===== config.mk =====
export PLATFORM = sky130hd
export DESIGN_NAME = data_mem_access_unit_flat
export DESIGN_NICKNAME = d
export VERILOG_FILES = /design/src/rtl/data_mem_access_unit_if.sv /design/src/rtl/data_mem_access_unit.sv /design/src/flat_wrapper.sv
export SDC_FILE = /design/constraint.sdc
export NUM_CORES = 1
export LEC_CHECK = 0
export CORE_AREA = 2 2 127 129
export CTS_CLUSTER_DIAMETER = 40
export DETAILED_ROUTE_END_ITERATION = 6
export DIE_AREA = 0 0 129 131
export GPL_ROUTABILITY_DRIVEN = 0
export HOLD_SLACK_MARGIN = 0.1
export MAX_ROUTING_LAYER = met4
export PLACE_DENSITY = 0.67
export SYNTH_ARGS = -nofsm -noshare
export SYNTH_HDL_FRONTEND = slang
export SYNTH_SLANG_ARGS = --single-unit

===== constraint.sdc =====
create_clock -name clk -period 2.55 [get_ports clk]
set_input_delay 0.3825 -clock clk [delete_from_list [all_inputs] [get_ports clk]]
set_output_delay 0.3825 -clock clk [all_outputs]
set_load 0.02 [all_outputs]

===== src/rtl/data_mem_access_unit_if.sv =====
// -----------------------------------------------------------------------------
// data_mem_access_unit_if
//   Word-wide handshaked bus between the load/store unit and data memory.
//   master : the load/store unit (drives request, address, data, strobes)
//   slave  : the data memory (drives mem_ready and mem_rdata)
//
//   mem_req    request, held stable until mem_ready
//   mem_we     1 = write, 0 = read
//   mem_addr   word-aligned byte address
//   mem_wdata  lane-positioned store data
//   mem_wstrb  byte enables, 0000 on reads
//   mem_ready  memory accepts/completes the access this cycle
//   mem_rdata  read word, meaningful only while mem_ready = 1
// -----------------------------------------------------------------------------
interface data_mem_access_unit_if;
    logic        mem_req;
    logic        mem_we;
    logic [31:0] mem_addr;
    logic [31:0] mem_wdata;
    logic [3:0]  mem_wstrb;
    logic        mem_ready;
    logic [31:0] mem_rdata;

    modport master (
        output mem_req, mem_we, mem_addr, mem_wdata, mem_wstrb,
        input  mem_ready, mem_rdata
    );

    modport slave (
        input  mem_req, mem_we, mem_addr, mem_wdata, mem_wstrb,
        output mem_ready, mem_rdata
    );
endinterface


===== src/rtl/data_mem_access_unit.sv =====
// -----------------------------------------------------------------------------
// data_mem_access_unit
//   Load/store unit sitting on the core's data port. A core load/store request
//   is turned into one registered word access on the data memory bus, with
//   byte/halfword/word sizing, byte strobes, load sign/zero extension,
//   misalignment detection and a memory timeout. The core is stalled while an
//   access is outstanding.
//
//   Ports
//     clk, rst      clock; asynchronous active-low reset
//     req_read      core load request (level, held while stall = 1)
//     req_write     core store request (wins if both are set)
//     req_addr      byte address
//     req_wdata     store data, low bytes significant
//     req_func3     RISC-V load/store func3
//     stall         freeze core pipeline
//     resp_valid    one-cycle pulse, access finished
//     load_data     extended load result, valid with resp_valid
//     err_misalign  one-cycle pulse, misaligned address or illegal func3
//     err_timeout   one-cycle pulse, memory did not answer in time
//     mem           data memory bus (master side)
// -----------------------------------------------------------------------------
module data_mem_access_unit #(
    parameter int TIMEOUT_CYCLES = 255
) (
    input  logic                          clk,
    input  logic                          rst,
    input  logic                          req_read,
    input  logic                          req_write,
    input  logic [31:0]                   req_addr,
    input  logic [31:0]                   req_wdata,
    input  logic [2:0]                    req_func3,
    output logic                          stall,
    output logic                          resp_valid,
    output logic [31:0]                   load_data,
    output logic                          err_misalign,
    output logic                          err_timeout,
    data_mem_access_unit_if.master        mem
);

    typedef enum logic [1:0] {IDLE, WAIT, DONE} state_t;

    // Size codes: 0 byte, 1 half, 2 word, 3 illegal func3.
    localparam logic [1:0] SZ_B   = 2'd0;
    localparam logic [1:0] SZ_H   = 2'd1;
    localparam logic [1:0] SZ_W   = 2'd2;
    localparam logic [1:0] SZ_BAD = 2'd3;

    localparam logic [15:0] CNT_LAST = 16'(TIMEOUT_CYCLES - 1);

    function automatic logic [1:0] f_size(input logic is_store, input logic [2:0] f3);
        logic [1:0] sz;
        sz = SZ_BAD;
        if (is_store) begin
            case (f3)
                3'b000:  sz = SZ_B;
                3'b001:  sz = SZ_H;
                3'b010:  sz = SZ_W;
                default: sz = SZ_BAD;
            endcase
        end else begin
            case (f3)
                3'b000, 3'b100: sz = SZ_B;
                3'b001, 3'b101: sz = SZ_H;
                3'b010:         sz = SZ_W;
                default:        sz = SZ_BAD;
            endcase
        end
        return sz;
    endfunction

    function automatic logic f_misaligned(input logic [1:0] sz, input logic [1:0] off);
        return ((sz == SZ_H) && off[0]) || ((sz == SZ_W) && (off != 2'b00));
    endfunction

    function automatic logic [3:0] f_wstrb(input logic [1:0] sz, input logic [1:0] off);
        logic [3:0] s;
        case (sz)
            SZ_B:    s = 4'b0001 << off;
            SZ_H:    s = 4'b0011 << {off[1], 1'b0};
            default: s = 4'b1111;
        endcase
        return s;
    endfunction

    // Replicate the store value across lanes; the strobes pick the live bytes.
    function automatic logic [31:0] f_wdata(input logic [1:0] sz, input logic [31:0] wd);
        logic [31:0] w;
        case (sz)
            SZ_B:    w = {4{wd[7:0]}};
            SZ_H:    w = {2{wd[15:0]}};
            default: w = wd;
        endcase
        return w;
    endfunction

    // func3[2] = 1 selects zero extension (LBU/LHU).
    function automatic logic [31:0] f_extend(input logic [2:0] f3, input logic [1:0] off,
                                             input logic [31:0] rd);
        logic [7:0]  b;
        logic [15:0] h;
        logic [31:0] r;
        case (off)
            2'd0:    b = rd[7:0];
            2'd1:    b = rd[15:8];
            2'd2:    b = rd[23:16];
            default: b = rd[31:24];
        endcase
        h = off[1] ? rd[31:16] : rd[15:0];
        case (f3[1:0])
            2'b00:   r = f3[2] ? {24'd0, b} : {{24{b[7]}}, b};
            2'b01:   r = f3[2] ? {16'd0, h} : {{16{h[15]}}, h};
            default: r = rd;
        endcase
        return r;
    endfunction

    state_t      state_q, state_d;
    logic [15:0] cnt_q, cnt_d;
    logic        mem_req_q, mem_req_d;
    logic        mem_we_q, mem_we_d;
    logic [31:0] mem_addr_q, mem_addr_d;
    logic [31:0] mem_wdata_q, mem_wdata_d;
    logic [3:0]  mem_wstrb_q, mem_wstrb_d;
    logic [2:0]  func3_q, func3_d;
    logic [1:0]  off_q, off_d;
    logic        resp_valid_q, resp_valid_d;
    logic [31:0] load_data_q, load_data_d;
    logic        err_mis_q, err_mis_d;
    logic        err_to_q, err_to_d;
    logic        stall_c;

    logic        req_any;
    logic [1:0]  req_size;
    logic        req_bad;

    assign req_any  = req_read | req_write;
    assign req_size = f_size(req_write, req_func3);
    assign req_bad  = (req_size == SZ_BAD) || f_misaligned(req_size, req_addr[1:0]);

    always_ff @(posedge clk or negedge rst) begin
        if (!rst) begin
            state_q      <= IDLE;
            cnt_q        <= '0;
            mem_req_q    <= 1'b0;
            mem_we_q     <= 1'b0;
            mem_addr_q   <= '0;
            mem_wdata_q  <= '0;
            mem_wstrb_q  <= '0;
            func3_q      <= '0;
            off_q        <= '0;
            resp_valid_q <= 1'b0;
            load_data_q  <= '0;
            err_mis_q    <= 1'b0;
            err_to_q     <= 1'b0;
        end else begin
            state_q      <= state_d;
            cnt_q        <= cnt_d;
            mem_req_q    <= mem_req_d;
            mem_we_q     <= mem_we_d;
            mem_addr_q   <= mem_addr_d;
            mem_wdata_q  <= mem_wdata_d;
            mem_wstrb_q  <= mem_wstrb_d;
            func3_q      <= func3_d;
            off_q        <= off_d;
            resp_valid_q <= resp_valid_d;
            load_data_q  <= load_data_d;
            err_mis_q    <= err_mis_d;
            err_to_q     <= err_to_d;
        end
    end

    always_comb begin
        state_d      = state_q;
        cnt_d        = cnt_q;
        mem_req_d    = mem_req_q;
        mem_we_d     = mem_we_q;
        mem_addr_d   = mem_addr_q;
        mem_wdata_d  = mem_wdata_q;
        mem_wstrb_d  = mem_wstrb_q;
        func3_d      = func3_q;
        off_d        = off_q;
        load_data_d  = load_data_q;
        resp_valid_d = 1'b0;
        err_mis_d    = 1'b0;
        err_to_d     = 1'b0;
        stall_c      = 1'b0;

        case (state_q)
            IDLE: begin
                if (req_any) begin
                    if (req_bad) begin
                        // Rejected without a bus access; the core is not held,
                        // the response pulses on the following cycle.
                        err_mis_d    = 1'b1;
                        resp_valid_d = 1'b1;
                        load_data_d  = '0;
                    end else begin
                        stall_c     = 1'b1;
                        mem_req_d   = 1'b1;
                        mem_we_d    = req_write;
                        mem_addr_d  = {req_addr[31:2], 2'b00};
                        mem_wdata_d = req_write ? f_wdata(req_size, req_wdata) : '0;
                        mem_wstrb_d = req_write ? f_wstrb(req_size, req_addr[1:0]) : 4'b0000;
                        func3_d     = req_func3;
                        off_d       = req_addr[1:0];
                        cnt_d       = '0;
                        state_d     = WAIT;
                    end
                end
            end
            WAIT: begin
                stall_c = 1'b1;
                if (mem.mem_ready) begin
                    mem_req_d    = 1'b0;
                    resp_valid_d = 1'b1;
                    if (!mem_we_q) begin
                        load_data_d = f_extend(func3_q, off_q, mem.mem_rdata);
                    end
                    state_d = DONE;
                end else if (cnt_q == CNT_LAST) begin
                    mem_req_d    = 1'b0;
                    load_data_d  = '0;
                    err_to_d     = 1'b1;
                    resp_valid_d = 1'b1;
                    state_d      = DONE;
                end else begin
                    cnt_d = cnt_q + 16'd1;
                end
            end
            DONE: begin
                // The core advances this cycle; its still-visible request is
                // the one just completed and must not be reissued.
                state_d = IDLE;
            end
            default: begin
                state_d = IDLE;
            end
        endcase
    end

    // Gating with rst keeps stall low while reset is held even if the core
    // still presents a request.
    assign stall         = stall_c & rst;
    assign resp_valid    = resp_valid_q;
    assign load_data     = load_data_q;
    assign err_misalign  = err_mis_q;
    assign err_timeout   = err_to_q;

    assign mem.mem_req   = mem_req_q;
    assign mem.mem_we    = mem_we_q;
    assign mem.mem_addr  = mem_addr_q;
    assign mem.mem_wdata = mem_wdata_q;
    assign mem.mem_wstrb = mem_wstrb_q;

endmodule


===== src/flat_wrapper.sv =====
// flat-port wrapper written by rule: the top's interface ports become plain ports
module data_mem_access_unit_flat 
#(
    parameter int TIMEOUT_CYCLES = 255
)
  (clk, rst, req_read, req_write, req_addr, req_wdata, req_func3, stall, resp_valid, load_data, err_misalign, err_timeout, mem_mem_req, mem_mem_we, mem_mem_addr, mem_mem_wdata, mem_mem_wstrb, mem_mem_ready, mem_mem_rdata);
  data_mem_access_unit_if mem_i ();
  input  logic clk;
  input  logic rst;
  input  logic req_read;
  input  logic req_write;
  input  logic [31:0] req_addr;
  input  logic [31:0] req_wdata;
  input  logic [2:0] req_func3;
  output logic stall;
  output logic resp_valid;
  output logic [31:0] load_data;
  output logic err_misalign;
  output logic err_timeout;
  output wire logic [$bits(mem_i.mem_req)-1:0] mem_mem_req;
  output wire logic [$bits(mem_i.mem_we)-1:0] mem_mem_we;
  output wire logic [$bits(mem_i.mem_addr)-1:0] mem_mem_addr;
  output wire logic [$bits(mem_i.mem_wdata)-1:0] mem_mem_wdata;
  output wire logic [$bits(mem_i.mem_wstrb)-1:0] mem_mem_wstrb;
  input wire logic [$bits(mem_i.mem_ready)-1:0] mem_mem_ready;
  input wire logic [$bits(mem_i.mem_rdata)-1:0] mem_mem_rdata;
  assign mem_mem_req = mem_i.mem_req;
  assign mem_mem_we = mem_i.mem_we;
  assign mem_mem_addr = mem_i.mem_addr;
  assign mem_mem_wdata = mem_i.mem_wdata;
  assign mem_mem_wstrb = mem_i.mem_wstrb;
  assign mem_i.mem_ready = mem_mem_ready;
  assign mem_i.mem_rdata = mem_mem_rdata;
  data_mem_access_unit #(.TIMEOUT_CYCLES(TIMEOUT_CYCLES)) u_core (.clk(clk), .rst(rst), .req_read(req_read), .req_write(req_write), .req_addr(req_addr), .req_wdata(req_wdata), .req_func3(req_func3), .stall(stall), .resp_valid(resp_valid), .load_data(load_data), .err_misalign(err_misalign), .err_timeout(err_timeout), .mem(mem_i));
endmodule

# Yosys cells after proc, flatten, opt, wreduce, memory -nomap -nowiden
# Index checks and enable logic that the tools add are counted.
# totals
wordCells	100
output_inout_bits	106
mem_count	0
ff_bits	126
romBits	0
latch_bits	0
input_bits	104
ramBits	0
# classes
mul	0
n_lt_le_gt_ge	0
reduce_logical	18
n_eq_ne	19
bitwise	3
mux	44
shifts	2
div_mod_pow	0
n_addsub	1
# op_table
operator	count
32-bit two-way mux	8
32-bit case mux with 2 select lines	3
16-bit two-way mux	5
16-bit case mux with 2 select lines	1
8-bit case mux with 3 select lines	1
16-bit by 1-bit adder with 16-bit output, second input constant	1
16-bit by 8-bit equality test with 1-bit output, second input constant	1
1-bit two-way mux	13
2-bit case mux with 3 select lines	2
2-bit two-way mux	5
5-bit AND reduction	2
2-bit by 1-bit equality test with 1-bit output, second input constant	4
2-bit logical NOT	4
4-bit case mux with 2 select lines	1
2-bit equality test, second input constant	3
3-bit equality test, second input constant	2
2-bit != test, second input constant	3
1-bit case mux with 2 select lines	3
3-bit AND reduction	2
4-bit two-way mux	1
2-bit by 1-bit != test with 1-bit output, second input constant	2
2-bit case mux with 2 select lines	1
4-bit AND reduction	1
2-bit nonzero test	2
other kinds (13)	16

# Logic depth before layout (Yosys ltp)
# logic_depth
word_depth	12
depth_mapped	9
ltp_nobuf	7

# Worst setup path before layout
# No wires, ideal clock.
# synth_timing
path_type	input to output
startpoint	in req_func3[0]
endpoint	out stall
n_path_buf	1
path_stages	6
slack_ps	295
t_required_ps	2168
t_arrival_ps	1873
path_cell_list	nor4_1 -> or2_1 -> and2_1 -> buf_2 -> nor2_1 -> nor3b_1
# synth_between
elab_chain_len	12
word_cells_on_any_way	21
cone_classes	eq/ne: 7; mux: 6; bitwise: 1; reduce/logical: 7
# synth_rtl
element	line_no	rtl
from (decl)	flat_wrapper.sv:14	input logic [2:0] req_func3;
3-bit by 1-bit equality test with 1-bit output (tied with other cells)	data_mem_access_unit.sv:55, data_mem_access_unit.sv:62	
2-bit OR reduction	data_mem_access_unit.sv:62	case (f3)
2-bit case mux with 3 select lines	data_mem_access_unit.sv:62	
2-bit two-way mux (*)	data_mem_access_unit.sv:54	if (is_store) begin
2-bit by 1-bit equality test with 1-bit output / 2-bit equality test (equally long branches)	data_mem_access_unit.sv:73	return ((sz == SZ_H) && off[0]) || ((sz == SZ_W) && (off != 2'b00));
1-bit logical AND	data_mem_access_unit.sv:73	
1-bit logical OR	data_mem_access_unit.sv:73	
1-bit logical OR (*)	data_mem_access_unit.sv:139	assign req_bad = (req_size == SZ_BAD) || f_misaligned(req_size, req_addr[1:0]);
1-bit two-way mux (*)	data_mem_access_unit.sv:192	if (req_bad) begin
1-bit two-way mux (*)	data_mem_access_unit.sv:191	if (req_any) begin
1-bit case mux with 2 select lines (*)	data_mem_access_unit.sv:189	case (state_q)
1-bit bitwise AND (*)	data_mem_access_unit.sv:244	assign stall = stall_c & rst;
to (decl)	flat_wrapper.sv:15	output logic stall;
# Mark *: on every way between the ends. The rest lies on a longest branch, timed or not.

# Worst setup path after layout
# layout_timing
startpoint	in req_func3[0]
endpoint	reg u_core.load_data_q[25] (netlist: u_core.load_data[25])
# layout_between
elab_chain_len	10
word_cells_on_any_way	19
cone_classes	eq/ne: 8; mux: 3; reduce/logical: 8
# layout_rtl
element	line_no	rtl
3-bit by 1-bit equality test with 1-bit output (tied with other cells)	data_mem_access_unit.sv:55, data_mem_access_unit.sv:62	
2-bit OR reduction	data_mem_access_unit.sv:62	
2-bit case mux with 3 select lines	data_mem_access_unit.sv:62	
2-bit two-way mux (*)	data_mem_access_unit.sv:54	
2-bit by 1-bit equality test with 1-bit output / 2-bit equality test (equally long branches)	data_mem_access_unit.sv:73	
1-bit logical AND	data_mem_access_unit.sv:73	
1-bit logical OR	data_mem_access_unit.sv:73	
1-bit logical OR (*)	data_mem_access_unit.sv:139	
2-bit by 1-bit != test with 1-bit output (no source line) (*)	n/a	
5-bit AND reduction (no source line) (*)	n/a	
to (signal assigned)	data_mem_access_unit.sv:167	load_data_q <= load_data_d;
to (decl)	data_mem_access_unit.sv:128	logic [31:0] load_data_q, load_data_d;
# Marked as above.
# A chain may end at the register's enable or synchronous reset.

==> run_results.csv <==
group,metric,value,unit
run_status,status,"complete, no violations",
yosys,synth.area.top_cells,"dfrtp_1, nand2_1, mux2i_1, o21ai_0, nor2b_1",
yosys,yosys_warnings,0,
setup_path,cp.required,2.88,ns
floorplanning,core_area,15600,µm²
setup_path,cp_slowest_cell,"o22ai_4",
finish,drive_above_1_share,0.09908,
yosys,synth_xor_area_frac,0.01588,
power_and_ir_drop,swShare,0.3466,
detailed_routing,route.detailed.drc,0,
yosys,synthArstFlopShare,1.000,
setup_path,max_stage_delay,0.78,ns
detailed_routing,via_count,5486,
power_and_ir_drop,p_int,0.005548,W
yosys,yosys.area.top_type_share,0.5197,
clocking,cts_htree_levels,4,
finish,area_delta_synth_final,50.40,%
setup_path,cp_num_buf_inv,4,
detailed_routing,first_iter_violations,210,
clocking,clock-root-buffer,"clkbuf_16",
floorplanning,start_util,0.3890,
sta,setup_viol,0,
place,hpwl,12.85,mm
setup_path,cpMostUsedCell,"buf_4",
power_and_ir_drop,leakagePower,4.037,nW
clocking,clock-sinks,126,
yosys,synth_compound_area_frac,0.1266,
finish,nNetsFinal,961,
sta,finalMaxSlewViolations,0,
yosys,yosys.area_share.simple,0.2376,
sta,slew_headroom,0.2739,
global_routing,antenna_found_initial,0,
yosys,synth_edf_count,0,
detailed_routing,ant_nets,0,
setup_path,worstPathArrival,2.69,ns
yosys,yosys.area.top_type,"dfrtp_1",
place,place_area,8507,µm²
yosys,syn_area,6067,µm²
power_and_ir_drop,ir_drop,0.4763,mV
sta,rsz0062_at_grt,"false",
sta,fin_crit,2.365,ns
detailed_routing,wl_per_cell,16.17,µm
yosys,synth_cells,641,
setup_path,start_kind,"input port",
sta,finalSetupTns,0,ns
floorplanning,num_io_pins,210,
place,portBuffers,207,
setup_path,endpoint_kind,"flip-flop",
global_routing,grt_remaining_overflow,0,
global_routing,track_usage,0.2218,
yosys,avgSynthCellArea,9.465,µm²
detailed_routing,routed_wirelength,17.52,mm
detailed_routing,dr_wl_met3,1.127,mm
yosys,synth_cell_types,48,
sta,finalHoldViolations,0,
power_and_ir_drop,seqPwrFrac,0.334,
setup_path,crit_family,"buffers and inverters",
detailed_routing,wl_met1,7.565,mm
yosys,synth_common_cells,"nand2_1, dfrtp_1, o21ai_0",
clocking,postCtsHoldBufs,0,
setup_path,crit_type,"input port to flip-flop",
yosys,synth-main-ff-cell,"dfrtp_1",
clocking,clk_path_buf_depth,2,
clocking,clock_latency,0.42,ns
power_and_ir_drop,p_switching,0.002943,W
finish,fin_area,9125,µm²
hold_path,hold_path.class,"input port to asynchronous set/reset pin",
sta,hold_ws,0.09081,ns
floorplanning,die_area,16900,µm²
clocking,cts_inserted_buffers,17,
sta,tightest_slew,1.089,ns
global_routing,grt_pass1_wl,28.57,mm
sta,clock_skew,0.01063,ns
yosys,seq_area_frac_synth,0.5197,
yosys,ys_seq_elements,126,
global_routing,grt_pass1_vias,5590,
detailed_routing,dr.pass1.iters,4,
finish,utilization,0.5850,
finish,diodes,0,
yosys,synthMuxAreaShare,0.06166,
detailed_routing,met2_length,8.475,mm
detailed_routing,avgViaCountPerCell,5.061,
floorplanning,die_w,129,µm
power_and_ir_drop,clkPwrFrac,0.294,
setup_path,cp_max_fo,36,
setup_path,crit_chain,"clkdlybuf4s50_1 -> nor4_2 -> buf_4 -> nor4b_2 -> buf_4 -> o22ai_4 -> buf_12 -> nand2_1 -> o21ai_0",
yosys,synthAdderAreaFrac,0.004125,
flow_run,maxCapViolations,0,
sta,min_period_over_period,0.9273,
clocking,clk_pin_slew_worst_paths,0.06,ns
global_routing,grt_max_degree,127,
sta,fmax,0.4229,GHz
power_and_ir_drop,combPwrFrac,0.372,
power_and_ir_drop,p_per_area,930.6,nW/µm²
yosys,synth_top_family_by_area,"simple AND/OR/NAND/NOR gates",
clocking,cts_tree,"yes",
detailed_routing,top_layer,"met4",
floorplanning,die_height,131,µm
floorplanning,rows,46,
yosys,synth_most_common_cell,"nand2_1",
==> worst register-to-register path, cell delays in order, from the launching register on <==
cell     delay [ns]
dfrtp_1        0.41
or4_4          0.57
nor4_4         0.31
buf_4          0.24
o21ai_0        0.24
nand3_1        0.18
mux2i_1        0.19
==> path summary, 6_finish.rpt <==
kind | from | end | slack, ns | cells past startpoint
setup / recovery | req_func3[0] | u_core.load_data[25] | 0.19 | 9
hold / removal | rst | u_core.cnt_q[12] | 0.09 | 2
setup reg to reg | u_core.cnt_q[9] | u_core.cnt_q[12] | 0.33 | 6
hold reg to reg | u_core.mem.mem_addr[31] | u_core.mem.mem_addr[31] | 0.47 | 2
max in group asynchronous | rst | u_core.mem.mem_addr[26] | 1.98 | 2
min in group clk | u_core.mem.mem_addr[31] | u_core.mem.mem_addr[31] | 0.47 | 2
==> stage by stage <==
step	worst slack [ns]	std cells	power, W
5_1_grt	0.02626	1084	0.008957
3_5_place_dp	-0.2869	1052	0.006045
3_3_place_gp	-0.1908	1052	0.005979
2_1_floorplan	0.2945	642	0.004471
4_1_cts	0.02079	1084	0.008571
6_report	0.1855	1084	0.008491
==> per-layer routing <==
layer	up-vias	GRT usage
met1	2628	0.2751
met2	205	0.3536
met4	0	0.08056
met3	24	0.05660
met5	-	-
li1	2629	-
==> power by group through the flow <==
stage	clock, W	sequential (W)	combinational, W
detailed placement	0	0.00287	0.00318
global placement	0	0.00285	0.00312
floorplan	0	0.00338	0.00109
finish	0.00250	0.00284	0.00316
CTS	0.00254	0.00285	0.00318
global route	0.00263	0.00292	0.00341
==> layout by cell type, fill, tap and decap left out, drive strengths merged, types with 3 or more instances in the layout <==
| cell | count |
|---|---|
| a211oi | 4 |
| a21oi | 4 |
| a221o | 7 |
| a22o | 12 |
| buf | 32 |
| bufinv | 3 |
| clkbuf | 18 |
| clkdlybuf4s50 | 205 |
| clkinv | 5 |
| dfrtp | 126 |
| inv | 8 |
| mux2i | 34 |
| nand2 | 180 |
| nand2b | 6 |
| nand3 | 12 |
| nand4 | 4 |
| nor2 | 23 |
| nor2b | 40 |
| nor3 | 17 |
| nor3b | 4 |
| nor4 | 6 |
| o21ai | 55 |
| o22ai | 8 |
| o31ai | 8 |
| o41ai | 8 |
| xnor2 | 11 |
==> timing repair <==
action,CTS,global route
resized for setup,2,4
setup endpoints to repair,1,15
setup buffers,0,0
==> cell type report <==
| type | count | area (µm²) |
|---|---|---|
| Fill cell | 1415 | 6472 |
| Sequential cell | 126 | 3153 |
| Multi-Input combinational cell | 469 | 2745 |
| Timing Repair Buffer | 238 | 2335 |
| Clock buffer | 17 | 425.4 |
| Tap cell | 216 | 270.3 |
| Clock inverter | 15 | 185.2 |
| Inverter | 3 | 11.26 |
==> registers in the layout (all words and copies together), names as in the netlist, 2 cells and up <==
register / cells
u_core.mem.mem_wstrb: 4
u_core.mem.mem_addr: 30
u_core.func3_q: 3
u_core.state_q: 2
u_core.cnt_q: 16
u_core.off_q: 2
u_core.load_data: 32
u_core.mem.mem_wdata: 32
==> logic make-up (layout without fill, tap and decap cells) <==
| kind of cell | after synthesis | in the layout |
|---|---|---|
| buffers and inverters | 47 | 273 |
| multiplexers | 36 | 36 |
| XOR/XNOR | 11 | 11 |
| flip-flops | 126 | 126 |
| AND/OR/NAND/NOR | 309 | 309 |
| AO/OA/AOI/OAI | 109 | 109 |
| adder cells (fa/ha/maj) | 2 | 2 |
| other | 1 | 2 |
Note: power is estimated with default switching activity, not from simulation.
